**config.mk**
```make
export PLATFORM = sky130hd
export DESIGN_NAME = rr_arbiter
export DESIGN_NICKNAME = d
export VERILOG_FILES = /design/src/rtl/arb_pkg.sv /design/src/rtl/priority_encoder.sv /design/src/rtl/rr_arbiter.sv
export SDC_FILE = /design/constraint.sdc
export NUM_CORES = 1
export LEC_CHECK = 0
export BUFFER_PORTS_ARGS = -buffer_cell sky130_fd_sc_hd__buf_2
export CAP_MARGIN = 10
export CORE_AREA = 5 5 42 44
export CTS_CLUSTER_SIZE = 8
export DETAILED_ROUTE_END_ITERATION = 6
export DIE_AREA = 0 0 47 49
export SLEW_MARGIN = 0
export SYNTH_ARGS = -nofsm -noshare
export SYNTH_HDL_FRONTEND = slang
export SYNTH_HIERARCHICAL = 1
export SYNTH_SLANG_ARGS = --single-unit
```
**constraint.sdc**
```tcl
create_clock -name clk -period 2.9 [get_ports clk]
set_input_delay 0.435 -clock clk [delete_from_list [all_inputs] [get_ports clk]]
set_output_delay 0.435 -clock clk [all_outputs]
set_load 0.02 [all_outputs]
```
**src/rtl/arb_pkg.sv**
```systemverilog
// Shared types and helpers for the round-robin arbiter.
// Combinational helpers only; no latency or flow control of its own.
package arb_pkg;

   localparam int MAX_PORTS = 32;

   typedef enum logic {IDLE, GRANTED} arb_state_t;

   // Priority mask after granting idx: lower-priority side of idx only, so the
   // just-served port and everything ahead of it lose until the mask empties.
   function automatic logic [MAX_PORTS-1:0] rr_mask(input int idx, input logic lsb_high,
                                                   input int ports);
      logic [MAX_PORTS-1:0] m;
      m = '0;
      for (int i = 0; i < MAX_PORTS; i++) begin
         if (i < ports && (lsb_high ? (i > idx) : (i < idx))) begin
            m[i] = 1'b1;
         end
      end
      return m;
   endfunction

endpackage

```
**src/rtl/priority_encoder.sv**
```systemverilog
// Combinational priority encoder: valid, binary index and one-hot of the winning bit.
// Zero latency; no flow control, the caller samples the result.
module priority_encoder #(
   parameter int WIDTH             = 4,
   parameter int LSB_HIGH_PRIORITY = 0,
   localparam int IDX_W            = (WIDTH > 1) ? $clog2(WIDTH) : 1
) (
   input  logic [WIDTH-1:0] input_unencoded,
   output logic             output_valid,
   output logic [IDX_W-1:0] output_encoded,
   output logic [WIDTH-1:0] output_unencoded
);

   always_comb begin
      output_valid     = |input_unencoded;
      output_encoded   = '0;
      output_unencoded = '0;
      if (LSB_HIGH_PRIORITY != 0) begin
         for (int i = WIDTH - 1; i >= 0; i--) begin
            if (input_unencoded[i]) output_encoded = IDX_W'(i);
         end
      end else begin
         for (int i = 0; i < WIDTH; i++) begin
            if (input_unencoded[i]) output_encoded = IDX_W'(i);
         end
      end
      if (output_valid) output_unencoded[output_encoded] = 1'b1;
   end

endmodule

```
**src/rtl/rr_arbiter.sv**
```systemverilog
// Registered round-robin arbiter: one-hot grant one edge after request, priority rotates per new grant.
// Backpressure: optional grant lock until the winner drops its request or acknowledges.
module rr_arbiter
   import arb_pkg::*;
#(
   parameter int PORTS             = 4,
   parameter int ARB_BLOCK         = 0,
   parameter int ARB_BLOCK_ACK     = 0,
   parameter int LSB_HIGH_PRIORITY = 0,
   localparam int IDX_W            = $clog2(PORTS)
) (
   input  logic             clk,
   input  logic             rst,
   input  logic [PORTS-1:0] request,
   input  logic [PORTS-1:0] acknowledge,
   output logic [PORTS-1:0] grant,
   output logic             grant_valid,
   output logic [IDX_W-1:0] grant_encoded
);

   arb_state_t           state;
   logic [PORTS-1:0]     mask;
   logic [PORTS-1:0]     masked_req;
   logic                 m_valid;
   logic [IDX_W-1:0]     m_enc;
   logic [PORTS-1:0]     m_onehot;
   logic                 r_valid;
   logic [IDX_W-1:0]     r_enc;
   logic [PORTS-1:0]     r_onehot;
   logic [IDX_W-1:0]     win_idx;
   logic [PORTS-1:0]     win_onehot;
   logic                 release_now;
   logic [MAX_PORTS-1:0] mask_full;
   logic                 unused_mask_hi;

   assign masked_req = request & mask;

   priority_encoder #(
      .WIDTH             (PORTS),
      .LSB_HIGH_PRIORITY (LSB_HIGH_PRIORITY)
   ) u_pe_masked (
      .input_unencoded  (masked_req),
      .output_valid     (m_valid),
      .output_encoded   (m_enc),
      .output_unencoded (m_onehot)
   );

   priority_encoder #(
      .WIDTH             (PORTS),
      .LSB_HIGH_PRIORITY (LSB_HIGH_PRIORITY)
   ) u_pe_raw (
      .input_unencoded  (request),
      .output_valid     (r_valid),
      .output_encoded   (r_enc),
      .output_unencoded (r_onehot)
   );

   always_comb begin
      win_idx    = m_valid ? m_enc : r_enc;
      win_onehot = m_valid ? m_onehot : r_onehot;
      mask_full  = rr_mask(int'(win_idx), LSB_HIGH_PRIORITY != 0, PORTS);
      // A held grant only yields on its own request/ack bit; everything else is ignored.
      if (state == IDLE || ARB_BLOCK == 0) begin
         release_now = 1'b1;
      end else if (ARB_BLOCK_ACK != 0) begin
         release_now = acknowledge[grant_encoded];
      end else begin
         release_now = !request[grant_encoded];
      end
   end

   assign unused_mask_hi = ^mask_full;
   assign grant_valid    = (state == GRANTED);

   always_ff @(posedge clk) begin
      if (rst) begin
         state         <= IDLE;
         grant         <= '0;
         grant_encoded <= '0;
         mask          <= '1;
      end else if (release_now) begin
         if (r_valid) begin
            state         <= GRANTED;
            grant         <= win_onehot;
            grant_encoded <= win_idx;
            mask          <= mask_full[PORTS-1:0];
         end else begin
            state         <= IDLE;
            grant         <= '0;
            grant_encoded <= '0;
         end
      end
   end

endmodule

```
==> results of run 1 <==
## power groups by stage
stage / Combinational (W) / Clock (W) / Sequential (W)
after floorplan: 0.0000438 / 0 / 0.000179
after global placement: 0.0000682 / 0 / 0.000170
after detailed placement: 0.0000686 / 0 / 0.000170
after CTS: 0.0000691 / 0.000112 / 0.000167
after global routing: 0.0000763 / 0.000120 / 0.000168
final: 0.0000679 / 0.000107 / 0.000167
## per-stage QoR
step / area [um^2] / hold WS (ns) / cells / worst slack [ns] / utilization
after floorplan: 508 / 0.417 / 58 / 0.937 / -
after global placement: 569 / 0.427 / 83 / 0.661 / 0.406
after detailed placement: 569 / 0.429 / 83 / 0.659 / 0.406
after CTS: 596 / 0.378 / 87 / 0.946 / 0.425
after global routing: 596 / 0.406 / 87 / 0.851 / 0.425
final: 596 / 0.382 / 87 / 0.951 / 0.425
## path summary, 6_finish.rpt
| check | from | endpoint | slack (ns) | cells past startpoint |
|---|---|---|---|---|
| min | rst | grant_encoded[1] | 0.38 | 2 |
| max reg2reg | mask[3] | mask[0] | 0.97 | 6 |
| min reg2reg | mask[1] | mask[1] | 0.44 | 2 |
| max | request[3] | mask[0] | 0.95 | 7 |
## cell families (layout without fill, tap and decap cells)
kind of cell | Yosys count | in the layout | share of synthesized area
simple gates | 23 | 23 | 0.239
buf+inv | 10 | 23 | 0.0887
compound gates | 8 | 8 | 0.111
flops | 11 | 11 | 0.433
mux | 6 | 6 | 0.128
## cell type report
cell class,count,area (um^2)
Timing Repair Buffer,12,60.1
Sequential cell,11,220
Tap cell,16,20.0
Inverter,7,26.3
Multi-Input combinational cell,37,243
Fill cell,153,806
Clock buffer,4,26.3
## sequential cells by signal, indices dropped and copies added, names as in the netlist
register       flops
grant              4
grant_encoded      2
grant_valid        1
mask               4
## layout by cell type (no fill, tap or decap)
master    Yosys  routed
clkbuf_1      2       1
nor3b_1       2       2
o21ai_0       1       1
a21oi_1       1       1
or3_1         2       2
dfxtp_1      11      11
nand2b_1      1       1
inv_1         7       7
o21ai_1       1       1
buf_2         0      12
or2_4         2       2
clkbuf_4      0       3
a21o_1        1       1
mux2_4        1       1
o211ai_1      1       1
a21oi_2       1       1
a21o_2        2       2
and2_1        4       4
nor2_1       10      10
mux2i_1       5       5
nand2_1       2       2
## routing by layer
layer	wire, um	track usage	share of wire	up-vias
met5	0	0	0	-
met4	22	0.0553	0.025	0
met3	58	0.0443	0.066	3
met2	406	0.129	0.47	11
met1	386	0.106	0.44	174
li1	-	-	-	211
## worst max-delay path, cell delays in order
cell and delay, ns:
buf_2 0.13, and2_1 0.19, or2_4 0.27, or3_1 0.47
mux2_4 0.37, a21oi_2 0.15, o211ai_1 0.10
==> impl_metrics.xml, run 1 <==
<?xml version="1.0" encoding="UTF-8"?>
<metrics>
  <group name="grt">
    <metric name="grtUsageTotal" unit="">0.0910</metric>
    <metric name="initial_antenna_violation_count" unit="">0</metric>
    <metric name="wire_length_of_the_first_global_routing_pass" unit="mm">1.47</metric>
    <metric name="first_global_vias" unit="">373</metric>
    <metric name="grt_max_degree" unit="">7</metric>
    <metric name="grt_overflow" unit="">0</metric>
  </group>
  <group name="power_and_ir_drop">
    <metric name="power_switching" unit="W">0.0000945</metric>
    <metric name="vdd.ir_drop.worst" unit="uV">258</metric>
    <metric name="seq_power_share" unit="">0.488</metric>
    <metric name="design_power_total" unit="W">0.000341</metric>
    <metric name="p_int" unit="W">0.000247</metric>
    <metric name="power_frac_clock" unit="">0.313</metric>
    <metric name="p_sw_frac" unit="">0.277</metric>
    <metric name="cellPowerDensity" unit="nW/um^2">573</metric>
    <metric name="static_leak" unit="nW">0.329</metric>
    <metric name="power.combinational.fraction" unit="">0.199</metric>
  </group>
  <group name="sta">
    <metric name="hold_viol" unit="">0</metric>
    <metric name="worst_slew_margin_relative_to_its_limit" unit="">0.807</metric>
    <metric name="timing.clock.skew" unit="ns">0.00121</metric>
    <metric name="timing.fmax" unit="MHz">513</metric>
    <metric name="fin_crit" unit="ns">1.95</metric>
    <metric name="maxSlewViolCount" unit="">0</metric>
    <metric name="report.final.setup_viol" unit="">0</metric>
    <metric name="period_share" unit="">0.672</metric>
    <metric name="fin_tns_setup" unit="ns">0</metric>
    <metric name="worst-slew-pin-transition" unit="ns">0.282</metric>
    <metric name="setup_repair_after_global_routing_missed_its_margin" unit="">false</metric>
  </group>
  <group name="logic_synthesis">
    <metric name="syn_inst" unit="">58</metric>
    <metric name="synth_top_flop_cell" unit="">dfxtp_1</metric>
    <metric name="synth_area_leader_cell" unit="">dfxtp_1</metric>
    <metric name="synth_top_area_share" unit="">0.433</metric>
    <metric name="synth_seq_cells" unit="">11</metric>
    <metric name="synth-edff-count" unit="">0</metric>
    <metric name="synth-async-reset-ratio" unit="">0</metric>
    <metric name="synth_sequential_area_ratio" unit="">0.433</metric>
    <metric name="library_cell_with_the_highest_instance_count_after_synthesis" unit="">dfxtp_1</metric>
    <metric name="mappedNetlistArea" unit="um^2">508</metric>
    <metric name="synthesis.area_per_instance" unit="um^2">8.76</metric>
    <metric name="synth.distinct_cells" unit="">20</metric>
    <metric name="net_count_after_synthesis" unit="">68</metric>
    <metric name="top_cells_by_instance_count_after_synthesis" unit="">11 x dfxtp_1, 10 x nor2_1, 7 x inv_1, 5 x mux2i_1, 4 x and2_1</metric>
    <metric name="post_synth_main_area_contributors" unit="">dfxtp_1 43%, mux2i_1 9.9%, nor2_1 7.4%, inv_1 5.2%, and2_1 4.9%</metric>
    <metric name="ys.warnings.count" unit="">6</metric>
  </group>
  <group name="routing">
    <metric name="drcViolationCount" unit="">0</metric>
    <metric name="route.antenna.remaining_nets" unit="">0</metric>
    <metric name="vias" unit="">399</metric>
    <metric name="drt_first_pass_iters" unit="">4</metric>
    <metric name="detail_route.wl_per_cell" unit="um">10.0</metric>
    <metric name="initialDrtViolationCount" unit="">4</metric>
    <metric name="viasPerCell" unit="">4.59</metric>
    <metric name="finalWirelength" unit="um">873</metric>
  </group>
  <group name="floorplanning">
    <metric name="ios" unit="">17</metric>
    <metric name="die_outline_width" unit="um">47</metric>
    <metric name="floorplan.die.height" unit="um">49</metric>
    <metric name="fp.coreArea" unit="um^2">1400</metric>
    <metric name="floorplan.initialDensity" unit="">0.362</metric>
    <metric name="dieArea" unit="um^2">2300</metric>
    <metric name="rows" unit="">14</metric>
  </group>
  <group name="hold_path">
    <metric name="timing.hold.worst.class" unit="">primary input to flip-flop</metric>
  </group>
  <group name="placement">
    <metric name="dpl.hpwl" unit="um">690</metric>
    <metric name="io_buffers" unit="">12</metric>
    <metric name="finalWeightedCongestion" unit="">0.648</metric>
  </group>
  <group name="critical_path">
    <metric name="critical_path_class" unit="">primary input to flip-flop</metric>
    <metric name="critical_path.startpoint_type" unit="">primary input</metric>
    <metric name="end_kind" unit="">flip-flop</metric>
    <metric name="data_arrival_time_of_the_worst_path" unit="ns">2.10</metric>
    <metric name="cp_max_fo" unit="">6</metric>
    <metric name="worst-endpoint-required" unit="ns">3.05</metric>
  </group>
  <group name="clocking">
    <metric name="clock_tree_from_tritoncts" unit="">done</metric>
    <metric name="ctsRootBufferMaster" unit="">clkbuf_4</metric>
    <metric name="cts_setup_buffers" unit="">0</metric>
    <metric name="cts.hold.buffers_added" unit="">0</metric>
    <metric name="max-clock-path-buffers" unit="">2</metric>
    <metric name="cts.sinks" unit="">11</metric>
    <metric name="numCtsBuffers" unit="">3</metric>
    <metric name="clock_latency" unit="ns">0.27</metric>
    <metric name="cts.reportedPaths.clkPinSlew" unit="ns">0.07</metric>
    <metric name="post_cts.resized_instances" unit="">0</metric>
    <metric name="h_tree_levels" unit="">1</metric>
  </group>
  <group name="cells_and_area">
    <metric name="antennaDiodeCount" unit="">0</metric>
    <metric name="area_growth" unit="%">17.2</metric>
    <metric name="share_of_layout_cells_above_drive_strength_1" unit="">0.296</metric>
    <metric name="final_nets" unit="">82</metric>
  </group>
  <group name="flow_run">
    <metric name="drv.max_cap_violation_count" unit="">0</metric>
  </group>
  <group name="outcome">
    <metric name="status" unit="">completed</metric>
  </group>
</metrics>
(Power assumes the default switching activity.)
==> inputs of run 2 (changes only) <==
--- a/config.mk
+++ b/config.mk
@@ -5,6 +5,7 @@
 export SDC_FILE = /design/constraint.sdc
 export NUM_CORES = 1
 export LEC_CHECK = 0
+export ABC_AREA = 1
 export BUFFER_PORTS_ARGS = -buffer_cell sky130_fd_sc_hd__buf_2
 export CAP_MARGIN = 10
 export CORE_AREA = 5 5 42 44
==> constraint.sdc (replaced) <==
create_clock -name clk -period 2 [get_ports clk]
set_input_delay 0.3 -clock clk [delete_from_list [all_inputs] [get_ports clk]]
set_output_delay 0.3 -clock clk [all_outputs]
set_load 0.02 [all_outputs]
==> run 2 against run 1 <==
Effect of this change: count of clock-buffer cells in the layout unchanged; synthesized cell count increased by 41%; total power increased by 47%; utilization increased by 1.4 points; sequential power increased by 46%; first-iteration DRC count increased by 130%; hold slack got worse by 0.12 ns; largest cell class unchanged.
==> impl_metrics.xml, run 2 <==
<?xml version="1.0" encoding="UTF-8"?>
<metrics>
  <group name="cells_and_area">
    <metric name="final_cell_mix" unit="">28 x nand2_1, 12 x buf_2, 11 x inv_1, 11 x nor2_1, 11 x dfxtp_1</metric>
    <metric name="finish.utilization" unit="">0.439</metric>
    <metric name="antennaDiodeCount" unit="">0</metric>
    <metric name="largestRegisters" unit="">grant: 4 flops, mask: 4 flops, grant_encoded: 2 flops</metric>
    <metric name="final_nets" unit="">107</metric>
    <metric name="layout.cells.non_filler" unit="">112</metric>
    <metric name="most_common_library_cell_in_the_layout_ignoring_fill_and_taps" unit="">nand2_1</metric>
    <metric name="area_growth" unit="%">19.1</metric>
    <metric name="share_of_layout_cells_above_drive_strength_1" unit="">0.260</metric>
    <metric name="fillerInstances" unit="">164</metric>
  </group>
  <group name="grt">
    <metric name="wire_length_of_the_first_global_routing_pass" unit="mm">1.83</metric>
    <metric name="grtUsageTotal" unit="">0.109</metric>
    <metric name="grt_overflow" unit="">0</metric>
    <metric name="grt_max_degree" unit="">8</metric>
    <metric name="first_global_vias" unit="">444</metric>
    <metric name="initial_antenna_violation_count" unit="">0</metric>
  </group>
  <group name="clocking">
    <metric name="clock_latency" unit="ns">0.27</metric>
    <metric name="cts_setup_buffers" unit="">0</metric>
    <metric name="max-clock-path-buffers" unit="">2</metric>
    <metric name="cts.sinks" unit="">11</metric>
    <metric name="numCtsBuffers" unit="">3</metric>
    <metric name="clock_tree_from_tritoncts" unit="">done</metric>
    <metric name="cts.reportedPaths.clkPinSlew" unit="ns">0.06</metric>
    <metric name="cts.hold.buffers_added" unit="">0</metric>
    <metric name="h_tree_levels" unit="">1</metric>
    <metric name="ctsRootBufferMaster" unit="">clkbuf_4</metric>
    <metric name="post_cts.resized_instances" unit="">0</metric>
  </group>
  <group name="logic_synthesis">
    <metric name="synth-async-reset-ratio" unit="">0</metric>
    <metric name="top_cells_by_instance_count_after_synthesis" unit="">28 x nand2_1, 11 x dfxtp_1, 11 x inv_1, 11 x nor2_1, 7 x a21oi_1</metric>
    <metric name="post_synth_main_area_contributors" unit="">dfxtp_1 43%, nand2_1 20%, inv_1 8.0%, nor2_1 8.0%, a21oi_1 6.8%</metric>
    <metric name="synth_top_flop_cell" unit="">dfxtp_1</metric>
    <metric name="syn_inst" unit="">82</metric>
    <metric name="mappedNetlistArea" unit="um^2">517</metric>
    <metric name="synth_seq_cells" unit="">11</metric>
    <metric name="net_count_after_synthesis" unit="">92</metric>
    <metric name="ys.warnings.count" unit="">6</metric>
    <metric name="synth_top_area_share" unit="">0.426</metric>
    <metric name="synth-edff-count" unit="">0</metric>
    <metric name="synth.distinct_cells" unit="">12</metric>
    <metric name="synthesis.area_per_instance" unit="um^2">6.30</metric>
    <metric name="library_cell_with_the_highest_instance_count_after_synthesis" unit="">nand2_1</metric>
    <metric name="synth_area_leader_cell" unit="">dfxtp_1</metric>
    <metric name="synth_sequential_area_ratio" unit="">0.426</metric>
  </group>
  <group name="sta">
    <metric name="hold_viol" unit="">0</metric>
    <metric name="worst_slew_margin_relative_to_its_limit" unit="">0.847</metric>
    <metric name="period_share" unit="">0.623</metric>
    <metric name="timing.clock.skew" unit="ns">0.000605</metric>
    <metric name="fin_crit" unit="ns">1.25</metric>
    <metric name="maxSlewViolCount" unit="">0</metric>
    <metric name="fin_worst_hold_slack" unit="ns">0.264</metric>
    <metric name="timing.fmax" unit="MHz">802</metric>
    <metric name="setup_repair_after_global_routing_missed_its_margin" unit="">false</metric>
    <metric name="fin_tns_setup" unit="ns">0</metric>
    <metric name="worst-slew-pin-transition" unit="ns">0.229</metric>
    <metric name="report.final.setup_viol" unit="">0</metric>
  </group>
  <group name="critical_path">
    <metric name="critical_path.startpoint_type" unit="">flip-flop</metric>
    <metric name="path_buf_inv" unit="">2</metric>
    <metric name="data_arrival_time_of_the_worst_path" unit="ns">1.41</metric>
    <metric name="critical_path.slowest_cell" unit="">dfxtp_1</metric>
    <metric name="max_stage_delay" unit="ns">0.33</metric>
    <metric name="worst-endpoint-required" unit="ns">2.16</metric>
    <metric name="critical_path.top_delay_family" unit="">simple AND/OR/NAND/NOR gates</metric>
    <metric name="end_kind" unit="">flip-flop</metric>
    <metric name="crit_path_frequent_cell" unit="">nand2_1</metric>
    <metric name="critical_path_class" unit="">flip-flop to flip-flop</metric>
    <metric name="cp_max_fo" unit="">7</metric>
    <metric name="crit_chain" unit="">nand2_1, inv_1, nor2_1, nand2_1, inv_2, nand2_1, nand2_1, nand2_1, nand3_2</metric>
  </group>
  <group name="floorplanning">
    <metric name="fp.coreArea" unit="um^2">1400</metric>
    <metric name="floorplan.die.height" unit="um">49</metric>
    <metric name="dieArea" unit="um^2">2300</metric>
    <metric name="ios" unit="">17</metric>
    <metric name="rows" unit="">14</metric>
    <metric name="die_outline_width" unit="um">47</metric>
    <metric name="floorplan.initialDensity" unit="">0.369</metric>
  </group>
  <group name="power_and_ir_drop">
    <metric name="vdd.ir_drop.worst" unit="uV">421</metric>
    <metric name="cellPowerDensity" unit="nW/um^2">815</metric>
    <metric name="design_power_total" unit="W">0.000502</metric>
    <metric name="static_leak" unit="nW">0.358</metric>
  </group>
  <group name="outcome">
    <metric name="status" unit="">completed</metric>
  </group>
  <group name="routing">
    <metric name="route.antenna.remaining_nets" unit="">0</metric>
    <metric name="viasPerCell" unit="">4.46</metric>
    <metric name="initialDrtViolationCount" unit="">9</metric>
    <metric name="vias" unit="">499</metric>
    <metric name="finalWirelength" unit="um">962</metric>
    <metric name="drcViolationCount" unit="">0</metric>
    <metric name="drt_first_pass_iters" unit="">4</metric>
    <metric name="detail_route.wl_per_cell" unit="um">8.59</metric>
  </group>
  <group name="placement">
    <metric name="io_buffers" unit="">12</metric>
    <metric name="placed_cells_incl_taps" unit="">108</metric>
    <metric name="dpl.hpwl" unit="um">747</metric>
    <metric name="finalWeightedCongestion" unit="">0.764</metric>
  </group>
  <group name="hold_path">
    <metric name="timing.hold.worst.class" unit="">primary input to flip-flop</metric>
  </group>
  <group name="flow_run">
    <metric name="drv.max_cap_violation_count" unit="">0</metric>
  </group>
</metrics>
[run 2: where the power goes]
group / leakage [nW] / switching [W] / internal (W)
clock network: 0.0150 / 0.0000715 / 0.0000772
logic: 0.252 / 0.0000730 / 0.0000358
registers: 0.0913 / 0.00000585 / 0.000238
[run 2: stage by stage]
step	instance area (um^2)	worst slack (ns)
final	616	0.754
after floorplan	517	0.913
after CTS	616	0.744
after detailed placement	589	0.627
after global placement	589	0.633
after global routing	616	0.588
[run 2: worst reg2reg max path, delay by kind of cell (launching register included)]
kind	cells	cell delay [ns]
AND/OR/NAND/NOR	7	0.59
flip-flops	1	0.33
buffers and inverters	2	0.22
[run 2: worst paths after layout]
check,start,endpoint,slack (ns),depth (start not counted)
hold reg to reg,mask[3],mask[3],0.45,2
setup reg to reg,mask[3],mask[0],0.75,9
hold / removal,rst,grant_encoded[1],0.26,2
setup / recovery,mask[3],mask[0],0.75,9
[run 2: cell type report]
class                           instances  area (um^2)  share of cell area
Multi-Input combinational cell         54          233               0.378
Sequential cell                        11          220               0.358
Timing Repair Buffer                   12         60.1              0.0976
Inverter                               15         56.3              0.0915
Clock buffer                            4         26.3              0.0427
Tap cell                               16         20.0              0.0325
[run 2: per-layer routing]
metal	wire length, um	global-route usage
met2	467	0.165
met5	0	0
met3	72	0.0554
met4	12	0.0415
met1	409	0.126
[run 2: cell families after synthesis]
logic type / after synthesis / share of synthesized area
compound gates: 8 / 0.0775
buf+inv: 17 / 0.123
flops: 11 / 0.426
simple gates: 46 / 0.373
==> inputs of run 3 (changes only) <==
--- a/config.mk
+++ b/config.mk
@@ -5,7 +5,7 @@
 export SDC_FILE = /design/constraint.sdc
 export NUM_CORES = 1
 export LEC_CHECK = 0
-export ABC_AREA = 1
+export ABC_AREA = 0
 export BUFFER_PORTS_ARGS = -buffer_cell sky130_fd_sc_hd__buf_2
 export CAP_MARGIN = 10
 export CORE_AREA = 5 5 42 44
==> constraint.sdc (replaced) <==
create_clock -name clk -period 1.3 [get_ports clk]
set_input_delay 0.195 -clock clk [delete_from_list [all_inputs] [get_ports clk]]
set_output_delay 0.195 -clock clk [all_outputs]
set_load 0.02 [all_outputs]
==> run 3 against run 2 <==
Effect of this change: fmax down 27%; die area is the same; register-to-register slack lost 1.2 ns; first-iteration DRC count is 44% lower; critical endpoint unchanged; via count is 9.6% lower; highest routed layer unchanged; non-clock buffer count grew 14; clock power grew 56%; the run now ends with setup timing left; final area rose by 17%.
==> impl_metrics.xml, run 3 (synthesis results as in run 1) <==
<?xml version="1.0" encoding="UTF-8"?>
<metrics>
  <group name="clocking">
    <metric name="cts.sinks" unit="">11</metric>
    <metric name="max-clock-path-buffers" unit="">2</metric>
    <metric name="clock_latency" unit="ns">0.26</metric>
    <metric name="h_tree_levels" unit="">1</metric>
    <metric name="numCtsBuffers" unit="">3</metric>
    <metric name="ctsRootBufferMaster" unit="">clkbuf_4</metric>
    <metric name="cts.reportedPaths.clkPinSlew" unit="ns">0.07</metric>
    <metric name="clock_tree_from_tritoncts" unit="">done</metric>
  </group>
  <group name="outcome">
    <metric name="status" unit="">finished, violations left</metric>
    <metric name="failing_checks" unit="">setup timing</metric>
  </group>
  <group name="critical_path">
    <metric name="worst-endpoint-required" unit="ns">1.45</metric>
    <metric name="critical_path.startpoint_type" unit="">flip-flop</metric>
    <metric name="end_kind" unit="">flip-flop</metric>
    <metric name="critical_path_class" unit="">flip-flop to flip-flop</metric>
    <metric name="cp_max_fo" unit="">3</metric>
    <metric name="data_arrival_time_of_the_worst_path" unit="ns">1.86</metric>
  </group>
  <group name="floorplanning">
    <metric name="rows" unit="">14</metric>
    <metric name="die_outline_width" unit="um">47</metric>
    <metric name="floorplan.initialDensity" unit="">0.362</metric>
    <metric name="ios" unit="">17</metric>
    <metric name="floorplan.die.height" unit="um">49</metric>
    <metric name="dieArea" unit="um^2">2300</metric>
    <metric name="fp.coreArea" unit="um^2">1400</metric>
  </group>
  <group name="placement">
    <metric name="detailedPlace.worstSlack" unit="ns">-0.451</metric>
    <metric name="placed_cells_incl_taps" unit="">95</metric>
    <metric name="dpl.hpwl" unit="um">791</metric>
    <metric name="finalWeightedCongestion" unit="">0.721</metric>
    <metric name="io_buffers" unit="">12</metric>
  </group>
  <group name="sta">
    <metric name="period_share" unit="">1.31</metric>
    <metric name="maxSlewViolCount" unit="">0</metric>
    <metric name="timing.clock.skew" unit="ns">0.00197</metric>
    <metric name="report.final.setup_viol" unit="">9</metric>
    <metric name="fin_crit" unit="ns">1.71</metric>
    <metric name="hold_viol" unit="">0</metric>
    <metric name="timing.fmax" unit="MHz">586</metric>
    <metric name="worst_slew_margin_relative_to_its_limit" unit="">0.834</metric>
    <metric name="fin_tns_setup" unit="ns">-2.96</metric>
    <metric name="worst-slew-pin-transition" unit="ns">0.249</metric>
    <metric name="setup_repair_after_global_routing_missed_its_margin" unit="">true</metric>
    <metric name="timing.final.ws_setup" unit="ns">-0.406</metric>
  </group>
  <group name="cells_and_area">
    <metric name="largestRegisters" unit="">grant: 4 flops, mask: 4 flops, grant_encoded: 2 flops</metric>
    <metric name="area_growth" unit="%">42.1</metric>
    <metric name="final_cell_mix" unit="">14 x buf_4, 12 x buf_2, 10 x nor2_1, 10 x dfxtp_1, 7 x inv_1</metric>
    <metric name="final_nets" unit="">96</metric>
    <metric name="fillerInstances" unit="">145</metric>
    <metric name="share_of_layout_cells_above_drive_strength_1" unit="">0.459</metric>
    <metric name="layout.cells.non_filler" unit="">101</metric>
    <metric name="most_common_library_cell_in_the_layout_ignoring_fill_and_taps" unit="">buf_4</metric>
    <metric name="antennaDiodeCount" unit="">0</metric>
    <metric name="finish.utilization" unit="">0.515</metric>
  </group>
  <group name="routing">
    <metric name="topmost_layer_with_routed_signal_wires" unit="">met4</metric>
    <metric name="detailroute.wirelength.met3" unit="um">65</metric>
    <metric name="met2RoutedLength" unit="um">514</metric>
    <metric name="drt_first_pass_iters" unit="">4</metric>
    <metric name="wl_met1" unit="um">468</metric>
    <metric name="vias" unit="">451</metric>
    <metric name="viasPerCell" unit="">4.47</metric>
    <metric name="route.antenna.remaining_nets" unit="">0</metric>
    <metric name="drcViolationCount" unit="">0</metric>
    <metric name="detail_route.wl_per_cell" unit="um">10.5</metric>
    <metric name="initialDrtViolationCount" unit="">5</metric>
    <metric name="finalWirelength" unit="mm">1.06</metric>
  </group>
  <group name="power_and_ir_drop">
    <metric name="cellPowerDensity" unit="nW/um^2">1140</metric>
    <metric name="vdd.ir_drop.worst" unit="uV">580</metric>
    <metric name="design_power_total" unit="W">0.000824</metric>
    <metric name="static_leak" unit="nW">0.395</metric>
  </group>
  <group name="grt">
    <metric name="grt_overflow" unit="">0</metric>
    <metric name="grt_max_degree" unit="">7</metric>
    <metric name="first_global_vias" unit="">465</metric>
    <metric name="initial_antenna_violation_count" unit="">0</metric>
    <metric name="grtUsageTotal" unit="">0.111</metric>
    <metric name="wire_length_of_the_first_global_routing_pass" unit="mm">1.87</metric>
  </group>
  <group name="hold_path">
    <metric name="timing.hold.worst.class" unit="">primary input to flip-flop</metric>
  </group>
  <group name="flow_run">
    <metric name="drv.max_cap_violation_count" unit="">0</metric>
  </group>
</metrics>
[run 3: per-layer routing]
| layer | vias up | GRT usage |
|---|---|---|
| li1 | 241 | - |
| met1 | 198 | 0.124 |
| met2 | 10 | 0.179 |
| met3 | 2 | 0.0369 |
| met4 | 0 | 0.0553 |
| met5 | - | 0 |
[run 3: worst paths after layout]
path | depth (start not counted) | startpoint | slack, ns | end
max | 6 | mask[3] | -0.41 | mask[0]
min | 2 | rst | 0.15 | grant_encoded[1]
max reg2reg | 6 | mask[3] | -0.41 | mask[0]
min reg2reg | 2 | mask[1] | 0.44 | mask[1]
[run 3: final cells by class]
cell class                      instances  area, um^2  share of cell area
Tap cell                               16        20.0              0.0277
Multi-Input combinational cell         37         263               0.364
Inverter                                7        26.3              0.0364
Timing Repair Buffer                   26         165               0.229
Clock buffer                            4        26.3              0.0364
Sequential cell                        11         221               0.307
[run 3: power by group]
group          internal, W  switching (W)
Clock             0.000119       0.000114
Combinational     0.000117       0.000103
Sequential        0.000365     0.00000778
Total             0.000600       0.000224
[run 3: worst max-delay path, stage by stage, from the launching register on]
cell and delay (ns):
dfxtp_2 0.32, and2_4 0.13, or2_4 0.24, or3_4 0.35, mux2_4 0.32, a21oi_2 0.14, o211ai_1 0.09
[run 3: through the flow]
step | hold slack [ns] | area, um^2
final | 0.150 | 722
after global routing | 0.137 | 722
after CTS | 0.141 | 713
after detailed placement | 0.436 | 662
after global placement | 0.430 | 662
after floorplan | 0.267 | 510
[run 3: repair_timing]
action | in CTS | in global routing
resized for setup | 3 | 2
pin swaps | 0 | 1
hold buffers | 0 | 0
setup buffers | 1 | 1
setup endpoints to repair | 9 | 10
